--- src/rtl/addsub_pkg.sv ---
// Shared constants and types for the bit-serial adder/subtractor.
package addsub_pkg;

  localparam int DEF_WIDTH = 8;

  // Operation select carried on the 'sub' input
  localparam logic OP_ADD = 1'b0;
  localparam logic OP_SUB = 1'b1;

  typedef enum logic [1:0] {
    ST_IDLE,
    ST_RUN,
    ST_DONE
  } state_t;

endpackage

--- src/rtl/serial_addsub_if.sv ---
// Operand and result handshakes for serial_addsub.
interface serial_addsub_if #(
  parameter int WIDTH = addsub_pkg::DEF_WIDTH
);

  logic             in_valid;
  logic             in_ready;
  logic [WIDTH-1:0] op_a;
  logic [WIDTH-1:0] op_b;
  logic             sub;
  logic             cin;
  logic             out_valid;
  logic             out_ready;
  logic [WIDTH-1:0] result;
  logic             cout;
  logic             ovf;
  logic             busy;

  // Producer/consumer side
  modport master (
    output in_valid, op_a, op_b, sub, cin, out_ready,
    input  in_ready, out_valid, result, cout, ovf, busy
  );

  // Arithmetic block side
  modport slave (
    input  in_valid, op_a, op_b, sub, cin, out_ready,
    output in_ready, out_valid, result, cout, ovf, busy
  );

endinterface

--- src/rtl/addsub_bit_cell.sv ---
// One-bit full adder / full subtractor. For subtract, c is the borrow.
module addsub_bit_cell
  import addsub_pkg::*;
(
  input  logic a,
  input  logic b,
  input  logic c,
  input  logic sub,
  output logic bit_o,
  output logic c_next
);

  // Sum/difference bit is the same for both ops; only the carry term differs
  always_comb begin
    bit_o = a ^ b ^ c;
    if (sub == OP_SUB) c_next = (~a & b) | (~(a ^ b) & c);
    else               c_next = (a & b) | (b & c) | (a & c);
  end

endmodule

--- src/rtl/serial_addsub.sv ---
// Bit-serial WIDTH-bit add/subtract: one bit per clock, LSB first,
// through a single bit cell and a carry/borrow flop.
module serial_addsub
  import addsub_pkg::*;
#(
  parameter int WIDTH = DEF_WIDTH
) (
  input  logic clk,
  input  logic rst,
  serial_addsub_if.slave io
);

  localparam int CW = (WIDTH > 2) ? $clog2(WIDTH) : 1;

  state_t           state, state_nxt;
  logic [WIDTH-1:0] sa, sb, res;
  logic [CW-1:0]    cnt;
  logic             c, sub_q, cout_q, ovf_q;
  logic             bit_s, c_nxt;
  logic             accept, last;

  assign accept = io.in_valid & io.in_ready;
  assign last   = (cnt == CW'(WIDTH - 1));

  addsub_bit_cell u_cell (
    .a      (sa[0]),
    .b      (sb[0]),
    .c      (c),
    .sub    (sub_q),
    .bit_o  (bit_s),
    .c_next (c_nxt)
  );

  // State register
  always_ff @(posedge clk) begin
    if (rst) state <= ST_IDLE;
    else     state <= state_nxt;
  end

  // Next state and handshake outputs
  always_comb begin
    state_nxt    = state;
    io.in_ready  = (state == ST_IDLE) & ~rst;
    io.out_valid = (state == ST_DONE);
    io.busy      = (state != ST_IDLE);
    case (state)
      ST_IDLE: if (accept)       state_nxt = ST_RUN;
      ST_RUN:  if (last)         state_nxt = ST_DONE;
      ST_DONE: if (io.out_ready) state_nxt = ST_IDLE;
      default:                   state_nxt = ST_IDLE;
    endcase
  end

  // Datapath: load on accept, then shift one bit per clock while running.
  // result/cout/ovf are only written in RUN, so they hold through DONE and
  // after the output handshake until the next operation starts shifting.
  always_ff @(posedge clk) begin
    if (rst) begin
      sa     <= '0;
      sb     <= '0;
      res    <= '0;
      cnt    <= '0;
      c      <= 1'b0;
      sub_q  <= OP_ADD;
      cout_q <= 1'b0;
      ovf_q  <= 1'b0;
    end else begin
      case (state)
        ST_IDLE: if (accept) begin
          sa    <= io.op_a;
          sb    <= io.op_b;
          sub_q <= io.sub;
          c     <= io.cin;
          cnt   <= '0;
        end
        ST_RUN: begin
          res <= {bit_s, res[WIDTH-1:1]};
          sa  <= {1'b0, sa[WIDTH-1:1]};
          sb  <= {1'b0, sb[WIDTH-1:1]};
          c   <= c_nxt;
          cnt <= cnt + CW'(1);
          // Signed overflow: carry/borrow into the MSB differs from the one out
          if (last) begin
            cout_q <= c_nxt;
            ovf_q  <= c ^ c_nxt;
          end
        end
        default: ;
      endcase
    end
  end

  assign io.result = res;
  assign io.cout   = cout_q;
  assign io.ovf    = ovf_q;

endmodule

--- src/flat_wrapper.sv ---
// flat-port wrapper written by rule: the top's interface ports become plain ports
module serial_addsub_flat import addsub_pkg::*;
#(
  parameter int WIDTH = DEF_WIDTH
)
  (clk, rst, io_in_valid, io_op_a, io_op_b, io_sub, io_cin, io_out_ready, io_in_ready, io_out_valid, io_result, io_cout, io_ovf, io_busy);
  serial_addsub_if #(.WIDTH(WIDTH)) io_i ();
  input  logic clk;
  input  logic rst;
  input wire logic [$bits(io_i.in_valid)-1:0] io_in_valid;
  input wire logic [$bits(io_i.op_a)-1:0] io_op_a;
  input wire logic [$bits(io_i.op_b)-1:0] io_op_b;
  input wire logic [$bits(io_i.sub)-1:0] io_sub;
  input wire logic [$bits(io_i.cin)-1:0] io_cin;
  input wire logic [$bits(io_i.out_ready)-1:0] io_out_ready;
  output wire logic [$bits(io_i.in_ready)-1:0] io_in_ready;
  output wire logic [$bits(io_i.out_valid)-1:0] io_out_valid;
  output wire logic [$bits(io_i.result)-1:0] io_result;
  output wire logic [$bits(io_i.cout)-1:0] io_cout;
  output wire logic [$bits(io_i.ovf)-1:0] io_ovf;
  output wire logic [$bits(io_i.busy)-1:0] io_busy;
  assign io_i.in_valid = io_in_valid;
  assign io_i.op_a = io_op_a;
  assign io_i.op_b = io_op_b;
  assign io_i.sub = io_sub;
  assign io_i.cin = io_cin;
  assign io_i.out_ready = io_out_ready;
  assign io_in_ready = io_i.in_ready;
  assign io_out_valid = io_i.out_valid;
  assign io_result = io_i.result;
  assign io_cout = io_i.cout;
  assign io_ovf = io_i.ovf;
  assign io_busy = io_i.busy;
  serial_addsub #(.WIDTH(WIDTH)) u_core (.clk(clk), .rst(rst), .io(io_i));
endmodule
--- config.mk ---
export PLATFORM = sky130hd
export DESIGN_NAME = serial_addsub_flat
export DESIGN_NICKNAME = d
export VERILOG_FILES = /design/src/rtl/addsub_pkg.sv /design/src/rtl/serial_addsub_if.sv /design/src/rtl/addsub_bit_cell.sv /design/src/rtl/serial_addsub.sv /design/src/flat_wrapper.sv
export SDC_FILE = /design/constraint.sdc
export NUM_CORES = 1
export LEC_CHECK = 0
export ABC_CLOCK_PERIOD_IN_PS = 1630
export BUFFER_PORTS_ARGS = -buffer_cell sky130_fd_sc_hd__buf_2
export CORE_ASPECT_RATIO = 1.2
export CORE_MARGIN = 2
export CORE_UTILIZATION = 52
export CTS_BUF_LIST = sky130_fd_sc_hd__clkbuf_16
export DETAILED_ROUTE_END_ITERATION = 8
export PLACE_DENSITY = 0.89
export SLEW_MARGIN = 30
export SYNTH_ARGS = -nofsm -noshare
export SYNTH_HDL_FRONTEND = slang
export SYNTH_SLANG_ARGS = --single-unit
--- constraint.sdc ---
create_clock -name clk -period 1.63 [get_ports clk]
set_input_delay 0.4075 -clock clk [delete_from_list [all_inputs] [get_ports clk]]
set_output_delay 0.4075 -clock clk [all_outputs]
set_load 0.02 [all_outputs]
==> run summary <==
Initial Utilization: 0.535
#FFs+latches synth: 33
worst reg2reg startpoint: u_core.state[0]
Worst slew margin: 0.710
Final Hold Fails: 0
Total GRT Usage: 0.206
EDFF count, synth: 0
power per cell area: 1180 nW/um^2
warnings from Yosys: 0
grt total ovfl: 0
mux share of post-synthesis cell area: 0.0136
Worst EP required: 1.22 ns
clk sinks: 33
Placed Area: 1680 um^2
post-synth top area cell: dfxtp_1
fmax: 643 MHz
outcome: completed
Tightest Pin Transition: 0.434 ns
FP Rows: 21
vias in the first global route: 1155
Root Driver: clkbuf_16
Max FO, Critical Path: 8
Tcrit/Tclk final: 0.953
via count: 1286
Crit path max-delay family: flip-flops
RSZ-0062 raised after global routing: false
Starting DRT DRC Count: 17
Post-DRT Antenna Nets: 0
max-cap viol count: 0
drt drc: 0
first-pass GRT wire length: 5030 um
Stages on worst setup path: 4
Critical path origin: u_core.state[0]
Synth async-reset ratio: 0
postcts setup bufs: 0
routability-driven placement congestion ratio: 0.719
post-synthesis simple-gate area fraction: 0.209
crit path time final: 1.55 ns
Final TNS setup: 0 ns
LEAKAGE: 0.798 nW
H-tree depth: 2
First-pass DRT Iterations: 5
post-synthesis sequential area ratio: 0.447
port buffer count: 34
Die Span Y: 62.4 um
fin nets: 229
Via density: 5.40
worst reg2reg endpoint: u_core.sb[6]
initial antenna violation count: 0
share of layout cells above drive strength 1: 0.265
Yosys top cell area share: 0.447
peak supply drop: 0.00105 V
Cells after Synth: 170
crit path DAT: 1.15 ns
io pins: 35
Layout Skew: 0.00456 ns
total wire length: 2980 um
critical path's largest stage delay: 0.39 ns
area grow syn2layout: 25.5%
Final Slew Violations: 0
Clock Tree Buf Depth: 2
Reg clk slew, reported paths: 0.05 ns
wire per inst: 12.5 um
mapped cell area: 1480 um^2
count of cell types in the netlist: 29
worst hold path type: in -> reg
largest net degree at the start of global routing: 36
adder-cell share of the synthesized area: 0.0441
CTS tree: done
CTS buffer count: 5
crit end category: output port
design area: 1850 um^2
count leader, synth: nand2_1
Synth Area in XOR/XNOR: 0.00593
insertion delay to the later sink of the worst-skew pair: 0.28 ns
Die Wd: 52.6 um
mean area per synthesized cell: 8.68 um^2
ys flop type: dfxtp_1
Worst R2R Setup Slack: 0.15 ns
Hold EP: u_core.sub_q
Compound-Gate Fraction of Synth Area: 0.217
WHS Path Cells: 3
Mapped Nets: 196
Area contributors post-synth: dfxtp_1 45%, nand2_1 12%, a311oi_2 6.1%, nor2_1 5.8%, a311oi_1 5.3%
most common library cells after synthesis: 47 x nand2_1, 33 x dfxtp_1, 23 x nor2_1
# setup viols final: 0
crit path kind: reg -> out
die area: 3280 um^2
main combinational cell family by area after synthesis: compound AO/OA/AOI/OAI gates
CP startpoint kind: flop
DP Wirelength: 2010 um
Placeable Area: 2760 um^2
worst-path cell chain: nor2_2, inv_1, nor2_1, buf_2
number of diodes: 0
reg2reg path depth: 4
Slowest cell on crit path: dfxtp_1
Worst Path Buf+Inv: 2
hold_sp: io_sub
[cell type report]
cell class	instances	area, um^2
Multi-Input combinational cell	120	726
Sequential cell	33	662
Clock buffer	5	125
Clock inverter	3	37.5
Inverter	5	18.8
Tap cell	34	42.5
Timing Repair Buffer	38	241
Fill cell	247	906
[state kept, by name (all words and copies together) (netlist names)]
name / count
u_core.state: 2
u_core.io.result: 8
u_core.sub_q: 1
u_core.sb: 8
u_core.c: 1
u_core.cnt: 3
u_core.io.cout: 1
u_core.sa: 8
u_core.io.ovf: 1
[layout by cell type, fill, tap and decap left out, drive strengths merged, types with 2 or more instances in the layout]
cell | netlist | routed
nand2b | 3 | 3
a21oi | 12 | 12
nand2 | 47 | 47
nor2 | 23 | 23
a311oi | 15 | 15
a32oi | 2 | 2
nor2b | 2 | 2
mux2i | 2 | 2
buf | 8 | 38
dfxtp | 33 | 33
clkbuf | 4 | 5
a22oi | 2 | 2
ha | 2 | 2
fa | 2 | 2
inv | 5 | 6
[worst max-delay path by stage]
stage	endpoint	slack, ns
after floorplan	io_in_ready	0.13
after global placement	u_core.c	0.20
after detailed placement	u_core.c	0.15
after CTS	io_in_ready	0.02
after global routing	io_in_ready	0.005
final	io_in_ready	0.08
[metrics by stage]
step	total power [mW]	utilization	hold slack (ns)	worst slack (ns)	cells
6_report	2.18	0.672	0.363	0.0760	238
5_1_grt	2.28	0.672	0.373	0.00529	238
4_1_cts	2.21	0.670	0.359	0.0176	238
3_5_place_dp	1.17	0.610	0.454	0.149	230
3_3_place_gp	1.16	0.610	0.446	0.200	230
2_1_floorplan	1.08	-	0.452	0.133	170
[worst reg2reg max path, delay by kind of cell, from the launching register on]
| kind | cells | cell delay, ns |
|---|---|---|
| flip-flops | 1 | 0.49 |
| AND/OR/NAND/NOR | 2 | 0.39 |
| buffers and inverters | 1 | 0.25 |
| AO/OA/AOI/OAI | 1 | 0.25 |
[where the power goes]
group	internal, mW	switching (mW)
registers	0.856	0.0331
logic	0.116	0.148
clock network	0.708	0.320
total	1.68	0.500
[metal layers]
layer | global-route usage | wire, um | vias to the layer above
li1 | - | - | 642
met1 | 0.250 | 1310 | 604
met2 | 0.320 | 1470 | 33
met3 | 0.0789 | 152 | 7
met4 | 0.0865 | 50 | 0
met5 | 0 | 0 | -
[cell families after synthesis]
logic type,count (synthesis)
buf+inv,17
flops,33
mux,2
simple gates,76
fa+ha+maj,4
xor+xnor,1
compound gates,37
[what timing repair did]
action                                  CTS  global route
endpoints found under the setup margin    1             7
pin swaps                                 0             1
gates cloned                              0             0
gates resized for setup                   1             2
hold buffers                              0             0
Power figures use the tool's default switching activity.
